### src/rtl/fetch_pkg.sv
// Shared definitions for the two-byte instruction fetch controller.
package fetch_pkg;

    localparam int unsigned INSTR_W          = 16;
    localparam logic [15:0] RESET_PC_DEFAULT = 16'h0000;

    typedef enum logic [1:0] {
        FETCH_HI = 2'd0,
        FETCH_LO = 2'd1,
        CAPTURE  = 2'd2,
        HOLD     = 2'd3
    } fetch_state_e;

endpackage

### src/rtl/fetch_pc.sv
// Program counter: redirects to a halfword-aligned target or advances by one
// instruction (two bytes), wrapping at the top of the address space.
module fetch_pc
    import fetch_pkg::*;
#(
    parameter int unsigned       ADDR_W   = 16,
    parameter logic [ADDR_W-1:0] RESET_PC = RESET_PC_DEFAULT
) (
    input  logic              clk,
    input  logic              rst_n,
    input  logic              redirect_i,
    input  logic [ADDR_W-1:0] target_i,
    input  logic              advance_i,
    output logic [ADDR_W-1:0] pc_o
);

    logic [ADDR_W-1:0] pc_q;
    logic [ADDR_W-1:0] pc_d;

    // NOTE: combinational blocks assign a default first so no path leaves pc_d unassigned (no latch).
    always_comb begin
        pc_d = pc_q;
        if (redirect_i) begin
            pc_d = target_i & ~ADDR_W'(1);
        end else if (advance_i) begin
            pc_d = pc_q + ADDR_W'(2);
        end
    end

    // NOTE: sequential state uses non-blocking assignments so every register samples pre-edge values.
    always_ff @(posedge clk or negedge rst_n) begin
        if (!rst_n) begin
            pc_q <= RESET_PC;
        end else begin
            pc_q <= pc_d;
        end
    end

    assign pc_o = pc_q;

endmodule

### src/rtl/fetch_controller.sv
// Fetches big-endian 16-bit instructions from a byte-wide synchronous memory
// in two reads, then holds the result until decode accepts it.
module fetch_controller
    import fetch_pkg::*;
#(
    parameter int unsigned       ADDR_W   = 16,
    parameter logic [ADDR_W-1:0] RESET_PC = RESET_PC_DEFAULT
) (
    input  logic               Clock,
    input  logic               ResetN,
    input  logic               FetchEn,
    input  logic               BranchValid,
    input  logic [ADDR_W-1:0]  BranchTarget,
    output logic               MemEn,
    output logic [ADDR_W-1:0]  MemAddr,
    input  logic [7:0]         MemData,
    output logic [INSTR_W-1:0] Instruction,
    output logic [ADDR_W-1:0]  InstrPC,
    output logic               InstrValid,
    input  logic               InstrReady
);

    fetch_state_e       state_q;
    fetch_state_e       state_d;
    logic [7:0]         hi_byte_q;
    logic [INSTR_W-1:0] instr_q;
    logic [ADDR_W-1:0]  instr_pc_q;
    logic               valid_q;
    logic [ADDR_W-1:0]  pc;

    fetch_pc #(
        .ADDR_W   (ADDR_W),
        .RESET_PC (RESET_PC)
    ) u_pc (
        .clk        (Clock),
        .rst_n      (ResetN),
        .redirect_i (BranchValid),
        .target_i   (BranchTarget),
        .advance_i  (state_q == CAPTURE),
        .pc_o       (pc)
    );

    // A redirect overrides every other transition, abandoning any partial fetch.
    always_comb begin
        state_d = state_q;
        case (state_q)
            FETCH_HI: if (FetchEn) state_d = FETCH_LO;
            FETCH_LO: state_d = CAPTURE;
            CAPTURE:  state_d = HOLD;
            HOLD:     if (InstrReady) state_d = FETCH_HI;
            default:  state_d = FETCH_HI;
        endcase
        if (BranchValid) begin
            state_d = FETCH_HI;
        end
    end

    always_ff @(posedge Clock or negedge ResetN) begin
        if (!ResetN) begin
            state_q    <= FETCH_HI;
            hi_byte_q  <= '0;
            instr_q    <= '0;
            instr_pc_q <= '0;
            valid_q    <= 1'b0;
        end else begin
            state_q <= state_d;
            if (state_q == FETCH_LO) begin
                hi_byte_q <= MemData;
            end
            if (BranchValid) begin
                valid_q <= 1'b0;
            end else if (state_q == CAPTURE) begin
                instr_q    <= {hi_byte_q, MemData};
                instr_pc_q <= pc;
                valid_q    <= 1'b1;
            end else if (state_q == HOLD && InstrReady) begin
                valid_q <= 1'b0;
            end
        end
    end

    // The strobe is gated by reset because the reset state itself issues reads.
    assign MemEn       = ResetN && ((state_q == FETCH_HI && FetchEn) || state_q == FETCH_LO);
    assign MemAddr     = (state_q == FETCH_LO) ? pc + ADDR_W'(1) : pc;
    assign Instruction = instr_q;
    assign InstrPC     = instr_pc_q;
    assign InstrValid  = valid_q;

endmodule

### config.mk
export PLATFORM = sky130hd
export DESIGN_NAME = fetch_controller
export DESIGN_NICKNAME = d
export VERILOG_FILES = /design/src/rtl/fetch_pkg.sv /design/src/rtl/fetch_pc.sv /design/src/rtl/fetch_controller.sv
export SDC_FILE = /design/constraint.sdc
export NUM_CORES = 1
export LEC_CHECK = 0
export ABC_AREA = 1
export BUFFER_PORTS_ARGS = -buffer_cell sky130_fd_sc_hd__buf_2
export CAP_MARGIN = 20
export CORE_MARGIN = 2
export CORE_UTILIZATION = 57
export CTS_BUF_LIST = sky130_fd_sc_hd__clkbuf_8
export DETAILED_ROUTE_END_ITERATION = 7
export PLACE_DENSITY = 0.83
export SYNTH_ARGS = -nofsm -noshare
export SYNTH_HDL_FRONTEND = slang
export SYNTH_SLANG_ARGS = --single-unit
### constraint.sdc
create_clock -name Clock -period 2.3 [get_ports Clock]
set_input_delay 0.46 -clock Clock [delete_from_list [all_inputs] [get_ports Clock]]
set_output_delay 0.46 -clock Clock [all_outputs]
set_load 0.005 [all_outputs]
Word level (Yosys, flattened, before mapping) --
Cells that the tools add are included.
Cells by class: add/sub/neg operators 2, equal/unequal tests 5, muxes and demuxes 10, bitwise gates (word level) 1, reductions and logical operators 9
Operator list (count):
- $mux 16 | 3
- $add 16x1->16 const B | 1
- $add 16x2->16 const B | 1
- $pmux 2 s4 | 1
- $mux 2 | 3
- $ne 3x3->1 const B | 2
- $eq 2x2->1 const B | 2
- $reduce_and 2->1 | 2
- $logic_and 1x1->1 | 3
- $mux 1 | 3
- $reduce_bool 3->1 | 1
- $eq 2x1->1 const B | 1
- $logic_not 2->1 | 1
- $reduce_bool 2->1 | 1
- $logic_or 1x1->1 | 1
- $not 1->1 | 1
Word-level totals: bits in registers 59, bits of input ports 29, output and inout bits 50, word-level logic and storage cells 33

Depth between registers and ports, before layout --
depth after elaboration 5, depth in mapped cells 7

Hierarchy --
From an unflattened synthesis, not the netlist that was laid out.
Second synthesis, totals: cell total of the unflattened synthesis 369, area total of the unflattened synthesis 3103.0 um2
Modules (own cells, without submodules):
- fetch_controller | times used 1, cells each 236, area an instance 2087.0 um2
- fetch_pc | times used 1, cells each 133, area an instance 1016.0 um2

Worst setup path after synthesis --
OpenSTA, ideal clock, no wires.
path type flip-flop to output port, start point reg state_q[1], end point out MemEn, data arrival time 1.166 ns, slack 0.674 ns, cell stages (with the launch flop) 6, buffers on the path 1, cells stage by stage dfrtp_1 -> inv_1 -> ha_1 -> clkbuf_1 -> a21oi_1 -> nor2_1
On the way: cells in the longest elaborated chain, start to end 4
RTL lines:
- start: declaration | line fetch_controller.sv:23 | fetch_state_e state_q;
- start signal: assignment | line fetch_controller.sv:66 | state_q <= state_d;
- $logic_not 2->1 | line fetch_controller.sv:83 | assign MemEn = ResetN && ((state_q == FETCH_HI && FetchEn) || state_q == FETCH_LO);
- $logic_and 1x1->1 | line fetch_controller.sv:83
- $logic_or 1x1->1 * | line fetch_controller.sv:83
- $logic_and 1x1->1 * | line fetch_controller.sv:83
- end: declaration | line fetch_controller.sv:14 | output logic MemEn,
Mark *: on every way between the ends. The rest lies on a longest branch, timed or not.

Final worst setup path --
Same ends and word-level chain as after synthesis.

==> impl_results.md <==
- Status: complete, no violations
- Latest clock arrival within the worst-skew pair: between 0.3 and 0.4 ns
- Post-route clock period utilization: 84.55%
- Die Span Y: 72.09 µm
- Clk sinks: 57
- Drt first-iter violations: 200
- CP Max Fanout: 18
- Total wire length: 6127 µm
- Max Fclk: just over 500 MHz
- Final Hold Viols: 0
- Die Area: just over 0.005 mm²
- Die span in x: roughly 70 µm
- Mapped Area: between 0.002 and 0.003 mm²
- Slew Viols, Final: 0
- Post-route ant nets: 0
- Routability Congestion: ~0.87
- Post-layout min period: 1.945 ns
- Peak VDD IR: 0.6700 mV
- Num CTS Buffers: 9
- Layout Utilization: approximately 73%
- Std cell rows: 24
- All-Layer GR Usage: between 20% and 30%
- Crit-path slowest cell: dfrtp_1
- Clock Skews: between 0.008 and 0.009 ns
- CP Cell Sequence: inv_1 > ha_1 > buf_4 > a21oi_1 > nor2_1 > buf_2
- Crit path DAT: between 1 and 1.5 ns
- Drt pass-1 iters: 5
- Layout fillers: 349
- N_diodes: 0
- Dpl ws: approximately 0.58 ns
- Hold buffers post-CTS: 0
- PostCTS Resize Cnt: 0
- Leak: roughly 1.7 nW
- Hold_ws: 0.3289 ns
- Worst Hold Class: input port to asynchronous set/reset pin
- Post-Syn Instances: 321
- # DRC: 0
- Kind of critical path: register to output port
- Htree depth: 3
- Port bufs: 76
- YS warnings: 0
- CTS tree: yes
- CP Launch Type: register
- Layout cells sized above 1: between 20 and 30%
- Commonest non-fill, non-tap cell in the layout: nand2_1
- Antenna violations before repair: 0
- Pwr Density: about 1200 mW/mm²
- Syn nets: about 360
- Max Root-Sink Buffers: 2
- Netlist cell types: 21
- Area grow syn2layout: 21.69%
- Postcts setup bufs: 0
- Vias/cell: between 5 and 6
- Max-Cap Viols: 0
- Final #Nets: 421
- Grt ovf: 0
- Largest net degree at the start of global routing: between 50 and 60
- Crit end category: output port
- Worst EP required: approximately 1.8 ns
- Initial Util: between 50% and 60%
- TNS Setup: 0 ns
- R2R depth: 6
- Worst setup margin: ~0.36 ns
- Final setup fails: 0
- Total power: around 3.8 mW
- Worst-Margin Slew: 0.7062 ns
- Most frequent cells in the layout: nand2_1, buf_2, dfrtp_1
- Post-DP HPWL: between 4000 and 5000 µm
- #FFs+latches synth: between 50 and 60
- Post-DR wirelength/cell: roughly 14 µm
- Max_slew headroom: 52.92%
- Vias in the first global route: around 2300
- First-pass GRT wire length: between 10000 and 15000 µm
- Sequential area share after synthesis: around 54%
- Vias: 2324
- Core outline area: ~0.0044 mm²
- I/O pin count: between 70 and 80
- Avg Cell Area, Syn: ~8.2 µm²
- Worst-path clk slew: approximately 0.07 ns
- Root buffer cell: clkbuf_8
- Worst path max stage delay: around 0.39 ns
- RSZ-0062 raised after global routing: false
[per-layer routing]
| layer | track usage [%] | vias up | share of wire, % |
|---|---|---|---|
| li1 | - | 1144 | - |
| met1 | 38.28 | 1060 | 45 |
| met2 | 37.00 | 111 | 46 |
| met3 | 6.528 | 9 | 8.1 |
| met4 | 10.69 | 0 | 1.6 |
| met5 | 0 | - | 0 |
[cells by family (layout without fill, tap and decap cells)]
family,count (synthesis),in the layout,synth area share [%]
other,1,1,0.1419
adders and majority gates,5,5,2.367
DFF,57,57,53.98
buffers and inverters,47,118,8.144
xor gates and xnor gates,1,1,0.3315
AOI/OAI and AO/OA,32,32,7.102
and+or+nand+nor,178,178,27.94
[final cells by class]
type	instances	area [µm²]	share of cell area, %
Clock buffer	9	123.9	3.852
Clock inverter	7	95.09	2.957
Inverter	21	86.33	2.685
Multi-Input combinational cell	217	1001	31.13
Sequential cell	57	1426	44.36
Tap cell	52	65.06	2.023
Timing Repair Buffer	81	417.9	13.00
[state kept, by name, summed over array words and instances (netlist names)]
name         flops
hi_byte_q        8
u_pc.pc_o       15
Instruction     16
InstrValid       1
InstrPC         15
state_q          2
[power by group]
group | leakage [nW] | internal, mW | switching, mW
Clock | 0.109 | 0.609 | 0.420
Combinational | 0.879 | 0.482 | 0.619
Sequential | 0.696 | 1.39 | 0.236
Total | 1.68 | 2.48 | 1.27
[stage by stage]
stage | cell area [µm²] | cells
6_report | 3216 | 444
4_1_cts | 3216 | 444
3_3_place_gp | 2997 | 428
2_1_floorplan | 2643 | 321
3_5_place_dp | 2997 | 428
5_1_grt | 3216 | 444
[worst paths after layout]
check | from | slack (ns) | end
max | state_q[1]$_DFFE_PN0P_ | 0.36 | MemEn
min | ResetN | 0.33 | Instruction[13]$_DFFE_PN0P_
max reg2reg | state_q[0]$_DFFE_PN0P_ | 0.49 | u_pc.pc_o[8]$_DFFE_PN0P_
min reg2reg | Instruction[3]$_DFFE_PN0P_ | 0.48 | Instruction[3]$_DFFE_PN0P_
max in group asynchronous | ResetN | 1.51 | InstrPC[8]$_DFFE_PN0P_
min in group Clock | BranchTarget[1] | 0.33 | u_pc.pc_o[1]$_DFFE_PN0P_
[critical path: cells and delay by family, from the launching register on]
kind                     cells  cell delay [ns]
AO/OA/AOI/OAI                1             0.13
adder cells (fa/ha/maj)      1             0.18
buffers and inverters        3             0.40
flip-flops                   1             0.39
AND/OR/NAND/NOR              1             0.05
[synth_stat cells, drive strengths merged]
| cell | count | area, µm² |
|---|---|---|
| nand3 | 32 | 160.2 |
| xnor2 | 1 | 8.760 |
| conb | 1 | 3.750 |
| buf | 10 | 68.82 |
| o21ai | 19 | 95.09 |
| dfrtp | 57 | 1426 |
| a22oi | 9 | 67.56 |
| clkbuf | 16 | 60.06 |
| inv | 21 | 86.34 |
| nand4 | 4 | 25.02 |
| nand2 | 85 | 326.6 |
| ha | 5 | 62.56 |
| a21oi | 2 | 10.01 |
| o211ai | 2 | 15.01 |
| nor2 | 57 | 226.5 |
Power figures use the tool's default switching activity.
